[src/rtl/sync_fifo_pkg.sv]
// rtl/sync_fifo_pkg.sv - shared depth/threshold helpers and level type for sync_fifo
package sync_fifo_pkg;

    typedef logic [31:0] level_t;

    function automatic int fifo_depth(input int addr_width);
        return 1 << addr_width;
    endfunction

    function automatic bit thresholds_legal(input int addr_width, input int af, input int ae);
        return (af >= 1) && (af <= fifo_depth(addr_width)) &&
               (ae >= 0) && (ae <= fifo_depth(addr_width) - 1);
    endfunction

endpackage

[src/rtl/fifo_ram.sv]
// rtl/fifo_ram.sv - simple dual-port storage, one write port, one read port (registered or combinational)
module fifo_ram #(
    parameter int DATA_WIDTH = 32,
    parameter int ADDR_WIDTH = 4,
    parameter int REG_READ   = 1
) (
    input  logic                  clk_i,
    input  logic                  rst_i,
    input  logic                  wr_en_i,
    input  logic [ADDR_WIDTH-1:0] wr_addr_i,
    input  logic [DATA_WIDTH-1:0] wr_data_i,
    input  logic                  rd_en_i,
    input  logic [ADDR_WIDTH-1:0] rd_addr_i,
    output logic [DATA_WIDTH-1:0] rd_data_o
);

    logic [DATA_WIDTH-1:0] mem_q [2**ADDR_WIDTH];
    logic [DATA_WIDTH-1:0] rd_q;

    always_ff @(posedge clk_i) begin
        if (wr_en_i) begin
            mem_q[wr_addr_i] <= wr_data_i;
        end
    end

    // Output register resets to zero but otherwise only moves on an accepted read.
    always_ff @(posedge clk_i or posedge rst_i) begin
        if (rst_i) begin
            rd_q <= '0;
        end else if (rd_en_i) begin
            rd_q <= mem_q[rd_addr_i];
        end
    end

    assign rd_data_o = (REG_READ != 0) ? rd_q : mem_q[rd_addr_i];

endmodule

[src/rtl/sync_fifo.sv]
// rtl/sync_fifo.sv - single-clock FIFO with optional FWFT, level flags, sticky errors and flush
module sync_fifo
    import sync_fifo_pkg::*;
#(
    parameter int DATA_WIDTH = 32,
    parameter int ADDR_WIDTH = 4,
    parameter int FWFT       = 0,
    parameter int AF_THRESH  = fifo_depth(ADDR_WIDTH) - 4,
    parameter int AE_THRESH  = 2
) (
    input  logic                  clk,
    input  logic                  rst,
    input  logic                  clr,
    input  logic                  wr_en,
    input  logic [DATA_WIDTH-1:0] din,
    input  logic                  rd_en,
    output logic [DATA_WIDTH-1:0] dout,
    output logic                  full,
    output logic                  empty,
    output logic                  almost_full,
    output logic                  almost_empty,
    output logic [ADDR_WIDTH:0]   count,
    output logic                  overflow,
    output logic                  underflow
);

    if (!thresholds_legal(ADDR_WIDTH, AF_THRESH, AE_THRESH)) begin : g_bad_thresh
        $fatal(1, "sync_fifo: AF_THRESH/AE_THRESH outside legal range");
    end

    localparam logic [ADDR_WIDTH:0] ONE     = {{ADDR_WIDTH{1'b0}}, 1'b1};
    localparam logic [ADDR_WIDTH:0] DEPTH_C = {1'b1, {ADDR_WIDTH{1'b0}}};

    logic [ADDR_WIDTH:0] wr_ptr_q, wr_ptr_d, rd_ptr_q, rd_ptr_d, count_q, count_d;
    logic full_q, full_d, empty_q, empty_d, af_q, af_d, ae_q, ae_d;
    logic ovf_q, ovf_d, unf_q, unf_d;
    logic wr_fire, rd_fire;
    logic [DATA_WIDTH-1:0] ram_rd_data;

    assign wr_fire = wr_en & ~full_q;
    assign rd_fire = rd_en & ~empty_q;

    always_comb begin
        wr_ptr_d = wr_ptr_q;
        rd_ptr_d = rd_ptr_q;
        count_d  = count_q;
        ovf_d    = ovf_q | (wr_en & full_q);
        unf_d    = unf_q | (rd_en & empty_q);
        if (wr_fire) wr_ptr_d = wr_ptr_q + ONE;
        if (rd_fire) rd_ptr_d = rd_ptr_q + ONE;
        case ({wr_fire, rd_fire})
            2'b10:   count_d = count_q + ONE;
            2'b01:   count_d = count_q - ONE;
            default: count_d = count_q;
        endcase
        // Flush wins over any same-cycle traffic; memory is left as-is.
        if (clr) begin
            wr_ptr_d = '0;
            rd_ptr_d = '0;
            count_d  = '0;
            ovf_d    = 1'b0;
            unf_d    = 1'b0;
        end
        full_d  = (count_d == DEPTH_C);
        empty_d = (count_d == '0);
        af_d    = (level_t'(count_d) >= level_t'(AF_THRESH));
        ae_d    = (level_t'(count_d) <= level_t'(AE_THRESH));
    end

    always_ff @(posedge clk or posedge rst) begin
        if (rst) begin
            wr_ptr_q <= '0;
            rd_ptr_q <= '0;
            count_q  <= '0;
            full_q   <= 1'b0;
            empty_q  <= 1'b1;
            af_q     <= 1'b0;
            ae_q     <= 1'b1;
            ovf_q    <= 1'b0;
            unf_q    <= 1'b0;
        end else begin
            wr_ptr_q <= wr_ptr_d;
            rd_ptr_q <= rd_ptr_d;
            count_q  <= count_d;
            full_q   <= full_d;
            empty_q  <= empty_d;
            af_q     <= af_d;
            ae_q     <= ae_d;
            ovf_q    <= ovf_d;
            unf_q    <= unf_d;
        end
    end

    fifo_ram #(
        .DATA_WIDTH (DATA_WIDTH),
        .ADDR_WIDTH (ADDR_WIDTH),
        .REG_READ   ((FWFT != 0) ? 0 : 1)
    ) u_ram (
        .clk_i     (clk),
        .rst_i     (rst),
        .wr_en_i   (wr_fire & ~clr),
        .wr_addr_i (wr_ptr_q[ADDR_WIDTH-1:0]),
        .wr_data_i (din),
        .rd_en_i   (rd_fire & ~clr),
        .rd_addr_i (rd_ptr_q[ADDR_WIDTH-1:0]),
        .rd_data_o (ram_rd_data)
    );

    // FWFT head is forced to zero while empty so reset presents dout=0 in both modes.
    assign dout         = ((FWFT != 0) && empty_q) ? '0 : ram_rd_data;
    assign full         = full_q;
    assign empty        = empty_q;
    assign almost_full  = af_q;
    assign almost_empty = ae_q;
    assign count        = count_q;
    assign overflow     = ovf_q;
    assign underflow    = unf_q;

endmodule
[config.mk]
export PLATFORM = sky130hd
export DESIGN_NAME = sync_fifo
export DESIGN_NICKNAME = d
export VERILOG_FILES = /design/src/rtl/sync_fifo_pkg.sv /design/src/rtl/fifo_ram.sv /design/src/rtl/sync_fifo.sv
export SDC_FILE = /design/constraint.sdc
export NUM_CORES = 1
export LEC_CHECK = 0
export ABC_AREA = 1
export CORE_UTILIZATION = 57
export CTS_BUF_LIST = sky130_fd_sc_hd__clkbuf_16
export DETAILED_ROUTE_END_ITERATION = 8
export PLACE_DENSITY = 0.71
export REMOVE_ABC_BUFFERS = 1
export SLEW_MARGIN = 25
export SYNTH_ARGS = -nofsm -noshare
export SYNTH_HDL_FRONTEND = slang
export SYNTH_SLANG_ARGS = --single-unit
[constraint.sdc]
create_clock -name clk -period 6.75 [get_ports clk]
set_input_delay 1.35 -clock clk [delete_from_list [all_inputs] [get_ports clk]]
set_output_delay 1.35 -clock clk [all_outputs]
set_load 0.02 [all_outputs]
==> impl_metrics.tcl, run 1 <==
set metrics [dict create \
    outcome "finished clean" \
    insertion_delay_ns 0.59 \
    clk_pin_slew_worst_paths_ns 0.06 \
    drt-pass1-iter-count 5 \
    yosysTopAreaCell "edfxtp_1" \
    synth_simple_gate_area_frac 0.0957 \
    htreeDepth 2 \
    drc 0 \
    fin_crit_ns 3.71 \
    ctsLongestPathBuffers 3 \
    io_buffers 79 \
    core-area_sq_um 37900 \
    gp_congestion 0.781 \
    ir_worst_vdd_uv 282 \
    dpl_cell_area_sq_um 23500 \
    grt_pass1_wl_um 78300 \
    routed_via_density 6.04 \
    fillCellCount 2694 \
    grtUsageTotal 0.266 \
    drt_iter0_markers 1061 \
    powerDensity_nw_per_um2 338 \
    die_w_um 199 \
    critPathKind "in -> reg" \
    setup_viol 0 \
    cp-end-kind "flip-flop" \
    worst_ep_required_time_ns 6.97 \
    async_reset_ff_frac 0.0906 \
    relSlewSlack 0.299 \
    synthAdderAreaFrac 0.00396 \
    grt_overflow 0 \
    synthDistinctLibCells 29 \
    n_antenna_cell 0 \
    io_pins 80 \
    fin_skew_ns 0.0169 \
    cts_sinks 563 \
    initial_utilization 0.583 \
    synth_top_area_share 0.695 \
    grt_antenna_before_repair 0 \
    die_area_sq_um 39600 \
    synth_xor_area_frac 0.000396 \
    synth-main-ff-cell "edfxtp_1" \
    syn_area_sq_um 22100 \
    postLayoutCoreUtil 0.666 \
    root_buffer "clkbuf_16" \
    drtAntennaViolNets 0 \
    cp.arrival_ns 3.93 \
    synthMuxAreaShare 0 \
    grt_pass1_vias 13600 \
    hold_viol 0 \
    drive_above_1_share 0.0768 \
    whs_ns 0.474 \
    finalCritPeriodShare 0.550 \
    area_growth_pct 14.2 \
    fmax_mhz 270 \
    synth-warning-count 0 \
    worstSetupStartpointType "primary input" \
    synth_compound_area_frac 0.117 \
    finalInstanceArea_sq_um 25300 \
    p_leak_nw 8.66 \
    grt_max_degree 208 \
    nNetsFinal 1796 \
    syn_inst 1699 \
    num_vias 13900 \
    synth_top_family_by_area "compound AO/OA/AOI/OAI gates" \
    avgSynthCellArea_sq_um 13.0 \
    cts_hold_buf 0 \
    wl_um 51000 \
    rows 71 \
    critPathMaxFanout 25 \
    hold_path_class "reg -> reg" \
    slew_violations 0 \
    yosysMostFrequentCell "edfxtp_1" \
    wl_per_cell_um 22.1 \
    synth_edf_count 512 \
    yosysSeqAreaShare 0.753 \
    synth_area_leaders "edfxtp_1, dfrtp_1, nor2_1, o21ai_0, o221ai_1" \
    synth_commonest_cells "edfxtp_1, nor2_1, o21ai_0, nand2_1, o221ai_1" \
    cts_resized 0 \
    cts_setup_buffers 0 \
    drv_cap 0 \
    ys_seq_elements 563 \
    grt_setup_unrepaired "no" \
    hpwl_um 26100 \
    numCtsBuffers 55 \
    cts_tree "yes" \
    die_y_um 199 \
    worst_pin_slew_ns 1.05 \
]
worst max-delay path, stage by stage:
cell and delay [ns]:
clkdlybuf4s50_1 0.79, nor2_1 0.47, inv_1 0.20, nor3_2 0.54, buf_4 0.55
state kept, by name (all words and copies together) (netlist names):
name,flops
wr_ptr_q,4
empty,1
u_ram.mem_q,512
almost_full,1
almost_empty,1
rd_ptr_q,4
overflow,1
underflow,1
full,1
u_ram.rd_data_o,32
count,5
metrics by stage:
stage,setup TNS (ns),total power [mW],worst slack [ns],cells
CTS,0,8.58,3.09,2309
global route,0,8.88,2.90,2309
finish,0,8.53,3.04,2309
global placement,0,5.64,2.41,2199
detailed placement,0,5.68,2.42,2206
floorplan,-10.01,5.07,-0.340,1586
kinds of logic (layout without fill, tap and decap cells):
family	Yosys count	after routing
buffers and inverters	158	257
AO/OA/AOI/OAI	437	437
AND/OR/NAND/NOR	533	533
flip-flops	563	563
XOR/XNOR	1	1
adder cells (fa/ha/maj)	7	7
path summary, 6_finish.rpt:
path	from	endpoint	slack, ns	cells past startpoint
hold reg to reg	u_ram.rd_data_o[25]	u_ram.rd_data_o[25]	0.47	2
setup reg to reg	rd_ptr_q[0]	u_ram.rd_data_o[27]	3.60	8
min in group asynchronous	rst	u_ram.rd_data_o[10]	1.30	3
max in group asynchronous	rst	rd_ptr_q[0]	4.81	3
setup / recovery	clr	u_ram.mem_q[14][31]	3.04	5
hold / removal	u_ram.rd_data_o[25]	u_ram.rd_data_o[25]	0.47	2
cell usage in the layout, fill, tap and decap left out, types with 5 or more instances in the layout:
master,count
inv_1,54
o22ai_1,16
o221ai_1,96
clkbuf_16,57
clkdlybuf4s50_1,79
buf_4,22
dfrtp_1,46
nor2_1,272
nand3_1,59
o21ai_0,196
buf_16,5
nor3_2,7
nor2_4,10
o21ai_1,86
nand2_1,176
clkinv_1,15
edfxtp_1,512
a21oi_1,41
clkinv_2,10
ha_1,7
power breakdown:
group | switching [mW] | internal, mW | leakage [nW]
Clock | 1.25 | 1.67 | 0.898
Sequential | 0.124 | 3.98 | 5.25
Combinational | 0.966 | 0.540 | 2.51
layer usage:
metal,part of all wire,GRT usage,vias to the layer above
li1,-,-,6378
met1,0.42,0.371,6927
met2,0.48,0.432,553
met3,0.068,0.0422,82
met4,0.023,0.0852,0
met5,0,0,-
cell type report:
| cell class | instances | area [sq um] | share of cell area |
|---|---|---|---|
| Sequential cell | 563 | 16700 | 0.660 |
| Multi-Input combinational cell | 978 | 4900 | 0.194 |
| Clock buffer | 57 | 1430 | 0.0565 |
| Timing Repair Buffer | 109 | 1140 | 0.0453 |
| Tap cell | 511 | 639 | 0.0253 |
| Clock inverter | 46 | 300 | 0.0119 |
| Inverter | 45 | 178 | 0.00704 |
No activity file was read; power rests on OpenSTA's default activity.
==> run 2, diff against run 1 <==
--- a/config.mk
+++ b/config.mk
@@ -6,10 +6,10 @@
 export NUM_CORES = 1
 export LEC_CHECK = 0
 export ABC_AREA = 1
-export CORE_UTILIZATION = 57
+export CORE_UTILIZATION = 55
 export CTS_BUF_LIST = sky130_fd_sc_hd__clkbuf_16
 export DETAILED_ROUTE_END_ITERATION = 8
-export PLACE_DENSITY = 0.71
+export PLACE_DENSITY = 0.72
 export REMOVE_ABC_BUFFERS = 1
 export SLEW_MARGIN = 25
 export SYNTH_ARGS = -nofsm -noshare
==> constraint.sdc (replaced) <==
create_clock -name clk -period 3.3 [get_ports clk]
set_input_delay 0.66 -clock clk [delete_from_list [all_inputs] [get_ports clk]]
set_output_delay 0.66 -clock clk [all_outputs]
set_load 0.02 [all_outputs]
==> impl_metrics.tcl, run 2 (synthesis results as in run 1) <==
set metrics [dict create \
    outcome "finished clean" \
    largest_reg_flops 512 \
    slew_violations 0 \
    drt-pass1-iter-count 5 \
    finalCritPeriodShare 0.744 \
    nNetsFinal 1817 \
    hold_viol 0 \
    drt_iter0_markers 1441 \
    ir_worst_vdd_uv 595 \
    initial_utilization 0.556 \
    die_area_sq_um 41000 \
    fin_ws_ns 0.846 \
    critPathKind "reg -> reg" \
    core-area_sq_um 39700 \
    root_buffer "clkbuf_16" \
    drive_above_1_share 0.0930 \
    drtAntennaViolNets 0 \
    grt.busiest_layer "met2" \
    fin_crit_ns 2.45 \
    drv_cap 0 \
    postLayoutCoreUtil 0.647 \
    num_vias 14200 \
    most-common-layout-cells "edfxtp_1, nor2_1, o21ai_0, nand2_1, o221ai_1" \
    critPathMaxFanout 29 \
    finalInstanceArea_sq_um 25700 \
    worstSetupStartpointType "flip-flop" \
    power_mw 18.2 \
    critPathTopFamily "buffers and inverters" \
    slowest_delay_ns 0.63 \
    insertion_delay_ns 0.60 \
    grt_setup_unrepaired "no" \
    dp_cells 2242 \
    grt_pass1_vias 14100 \
    grt_pass1_wl_um 80300 \
    routed_via_density 6.06 \
    io_buffers 79 \
    cts_setup_buffers 0 \
    critPathBufInv 2 \
    area_growth_pct 16.2 \
    grt_use_met3 0.0379 \
    hold_start "u_ram.rd_data_o[13]" \
    htreeDepth 2 \
    fillCellCount 2854 \
    cp.arrival_ns 2.94 \
    cts_resized 0 \
    largest_register "u_ram.mem_q" \
    cp-end-kind "flip-flop" \
    relSlewSlack 0.369 \
    fin_skew_ns 0.0182 \
    r2r-start "rd_ptr_q[1]" \
    ctsLongestPathBuffers 3 \
    grt_antenna_before_repair 0 \
    io_pins 80 \
    path_cells "clkinv_2, buf_4, a21oi_1, a21oi_1, o21ai_1, nand2_1, nand2_1, nand2_1" \
    final_common_cell "edfxtp_1" \
    grtUsageTotal 0.256 \
    cts_tree "yes" \
    die_y_um 203 \
    worst_ep_required_time_ns 3.79 \
    n_antenna_cell 0 \
    powerDensity_nw_per_um2 707 \
    die_w_um 203 \
    worst_path_most_repeated_cell "nand2_1" \
    drc 0 \
    grt_use_met1 0.358 \
    layoutNonFillerInstCount 2342 \
    grt_overflow 0 \
    crit_start "rd_ptr_q[1]" \
    gp_congestion 0.792 \
    pre_cts_ws_ns 0.449 \
    wl_per_cell_um 22.0 \
    dpl_cell_area_sq_um 23800 \
    numCtsBuffers 54 \
    cts_sinks 563 \
    setup_viol 0 \
    use_met2 0.415 \
    p_leak_nw 8.84 \
    hold_path_class "reg -> reg" \
    wl_um 51600 \
    rows 73 \
    grt_max_degree 201 \
    setup_tns_ns 0 \
    hpwl_um 28200 \
    fmax_mhz 407 \
    clk_pin_slew_worst_paths_ns 0.06 \
    whs_ns 0.477 \
    cts_hold_buf 0 \
    critPathSlowestCell "dfrtp_4" \
    worst_pin_slew_ns 0.946 \
]
## run 2: changes by cell type in the layout (fill, tap and decap cells not counted), moves of 2 or more
cell / change
buf_4: +13
inv_1: -10
buf_12: +16
buf_8: -2
clkinv_2: +2
clkinv_1: -2
clkbuf_16: -2
clkinvlp_4: -2
clkinv_8: +2
buf_16: -5
bufinv_16: +8
## run 2: power breakdown
part | internal [mW] | switching (mW) | leakage, nW
combinational | 1.15 | 2.07 | 2.64
sequential | 8.13 | 0.204 | 5.25
clock | 3.96 | 2.63 | 0.955
total | 13.2 | 4.91 | 8.84
## run 2: worst paths after layout
path / endpoint / slack, ns / cells after the start
hold reg to reg: u_ram.rd_data_o[13] / 0.48 / 2
hold / removal: u_ram.rd_data_o[13] / 0.48 / 2
max in group asynchronous: empty / 2.05 / 3
min in group asynchronous: u_ram.rd_data_o[3] / 0.49 / 2
setup / recovery: u_ram.rd_data_o[28] / 0.85 / 8
setup reg to reg: u_ram.rd_data_o[28] / 0.85 / 8
## run 2: worst min-delay path, stage by stage, from the launching register on
cell	delay, ns
dfrtp_1	0.34
nand2_1	0.05
nand2_1	0.05
## run 2: routing by layer
| metal | share of wire | vias to the layer above | routed length, um |
|---|---|---|---|
| met3 | 0.072 | 95 | 3710 |
| met5 | 0 | - | 0 |
| met2 | 0.49 | 622 | 25100 |
| met4 | 0.026 | 0 | 1360 |
| met1 | 0.42 | 7053 | 21500 |
| li1 | - | 6419 | - |
## run 2: layout make-up
| class | count | area [sq um] | area share |
|---|---|---|---|
| Clock buffer | 55 | 1380 | 0.0536 |
| Clock inverter | 45 | 532 | 0.0207 |
| Inverter | 45 | 175 | 0.00682 |
| Multi-Input combinational cell | 978 | 4900 | 0.191 |
| Sequential cell | 563 | 16700 | 0.649 |
| Tap cell | 525 | 657 | 0.0256 |
| Timing Repair Buffer | 131 | 1390 | 0.0542 |
==> run 3, diff against run 2 <==
==> constraint.sdc (replaced) <==
create_clock -name clk -period 2.1 [get_ports clk]
set_input_delay 0.42 -clock clk [delete_from_list [all_inputs] [get_ports clk]]
set_output_delay 0.42 -clock clk [all_outputs]
set_load 0.02 [all_outputs]
==> impl_metrics.tcl, run 3 (synthesis results as in run 1) <==
set metrics [dict create \
    outcome "finished with violations" \
    violations "design-rule violations" \
    drive_above_1_share 0.116 \
    fin_crit_ns 2.06 \
    hold_path_class "in -> async" \
    initial_utilization 0.556 \
    worst_ep_required_time_ns 1.68 \
    grt_max_degree 77 \
    cp.arrival_ns 1.64 \
    rows 73 \
    io_pins 80 \
    drc 2 \
    nNetsFinal 1861 \
    wl_per_cell_um 22.4 \
    clk_pin_slew_worst_paths_ns 0.06 \
    drv_cap 0 \
    slowest_delay_ns 0.64 \
    routed_via_density 6.04 \
    finalInstanceArea_sq_um 26200 \
    path_cells "clkdlybuf4s50_1" \
    critPathKind "reg -> out" \
    n_antenna_cell 0 \
    numCtsBuffers 55 \
    area_growth_pct 18.4 \
    grt_pass1_vias 14000 \
    root_buffer "clkbuf_16" \
    fillCellCount 2839 \
    largest_reg_flops 512 \
    finalCritPeriodShare 0.981 \
    hpwl_um 30100 \
    num_vias 14400 \
    critPathMaxFanout 3 \
    grt_setup_unrepaired "no" \
    grt_overflow 0 \
    dpl_cell_area_sq_um 24300 \
    drt-pass1-iter-count 9 \
    drtAntennaViolNets 0 \
    worstSetupStartpointType "flip-flop" \
    cts_sinks 563 \
    io_buffers 79 \
    top_layer "met4" \
    drt_iter0_markers 1435 \
    ctsLongestPathBuffers 3 \
    cts_tree "yes" \
    slew_violations 0 \
    wl_um 53500 \
    relSlewSlack 0.545 \
    insertion_delay_ns 0.62 \
    largest_register "u_ram.mem_q" \
    met3WireLength_um 4030 \
    fmax_mhz 485 \
    die_y_um 203 \
    setup_tns_ns 0 \
    most-common-layout-cells "edfxtp_1, nor2_1, o21ai_0, nand2_1, o221ai_1" \
    ir_worst_vdd_uv 910 \
    powerDensity_nw_per_um2 1090 \
    wl_met2_um 26300 \
    postLayoutCoreUtil 0.659 \
    wl_met1_um 21800 \
    htreeDepth 2 \
    critPathBufInv 1 \
    gp_congestion 0.812 \
    grt_antenna_before_repair 0 \
    die_area_sq_um 41000 \
    final_common_cell "edfxtp_1" \
    cp-end-kind "output port" \
    critPathTopFamily "buffers and inverters" \
    worst_pin_slew_ns 0.681 \
    cts_hold_buf 0 \
    grt_pass1_wl_um 81900 \
    die_w_um 203 \
    grtUsageTotal 0.264 \
    p_leak_nw 9.10 \
    hold_viol 0 \
    fin_skew_ns 0.0267 \
    setup_viol 0 \
    power_mw 28.4 \
    critPathSlowestCell "clkdlybuf4s50_1" \
    core-area_sq_um 39700 \
]
run 3: cell count changes in the layout (fill, tap and decap cells not counted), sizes merged:
cell,before,now
buf,52,95
bufinv,12,6
clkdlybuf4s50,79,73
clkinv,28,34
dlygate4sd2,0,6
clkbuf,55,56
clkinvlp,1,2
inv,49,50
run 3: final cells by class:
class	count	area [sq um]	area share
inverter	45	175	0.00669
clock inverter	47	410	0.0157
clock buffer	56	1400	0.0535
tap	525	657	0.0251
multi-input combinational	978	4930	0.188
sequential	563	16700	0.636
timing repair buffer	174	1950	0.0744
run 3: what timing repair did:
action	CTS	global route
buffers inserted	0	3
gates resized for setup	6	9
endpoints found under the hold margin	0	0
pin swaps	0	1
setup endpoints to repair	6	2
run 3: path summary, 6_finish.rpt:
kind,from,to,slack [ns],cells past startpoint
worst max-delay path,count[3],count[3],0.04,1
worst min-delay path,rst,u_ram.rd_data_o[28],0.19,3
worst max register to register,rd_ptr_q[0],u_ram.rd_data_o[17],0.19,10
worst min register to register,u_ram.rd_data_o[1],u_ram.rd_data_o[1],0.48,2
max in group asynchronous,rst,empty,1.58,3
min in group clk,rd_en,underflow,0.47,3
run 3: through the flow:
step                setup WS (ns)  hold WS (ns)  instances
finish                     0.0399         0.189       2388
CTS                        0.0134         0.184       2385
global route              0.00686         0.222       2388
floorplan                   -4.99         0.476       1586
global placement           -0.267         0.460       2282
detailed placement         -0.272         0.464       2282
run 3: where the power goes:
group | internal, mW | switching (mW)
combinational | 2.11 | 3.40
sequential | 12.8 | 0.298
clock | 5.60 | 4.24
run 3: routing by layer:
layer	up-vias	track usage
met5	-	0
li1	6505	-
met4	0	0.0916
met1	7117	0.369
met3	90	0.0353
met2	704	0.429
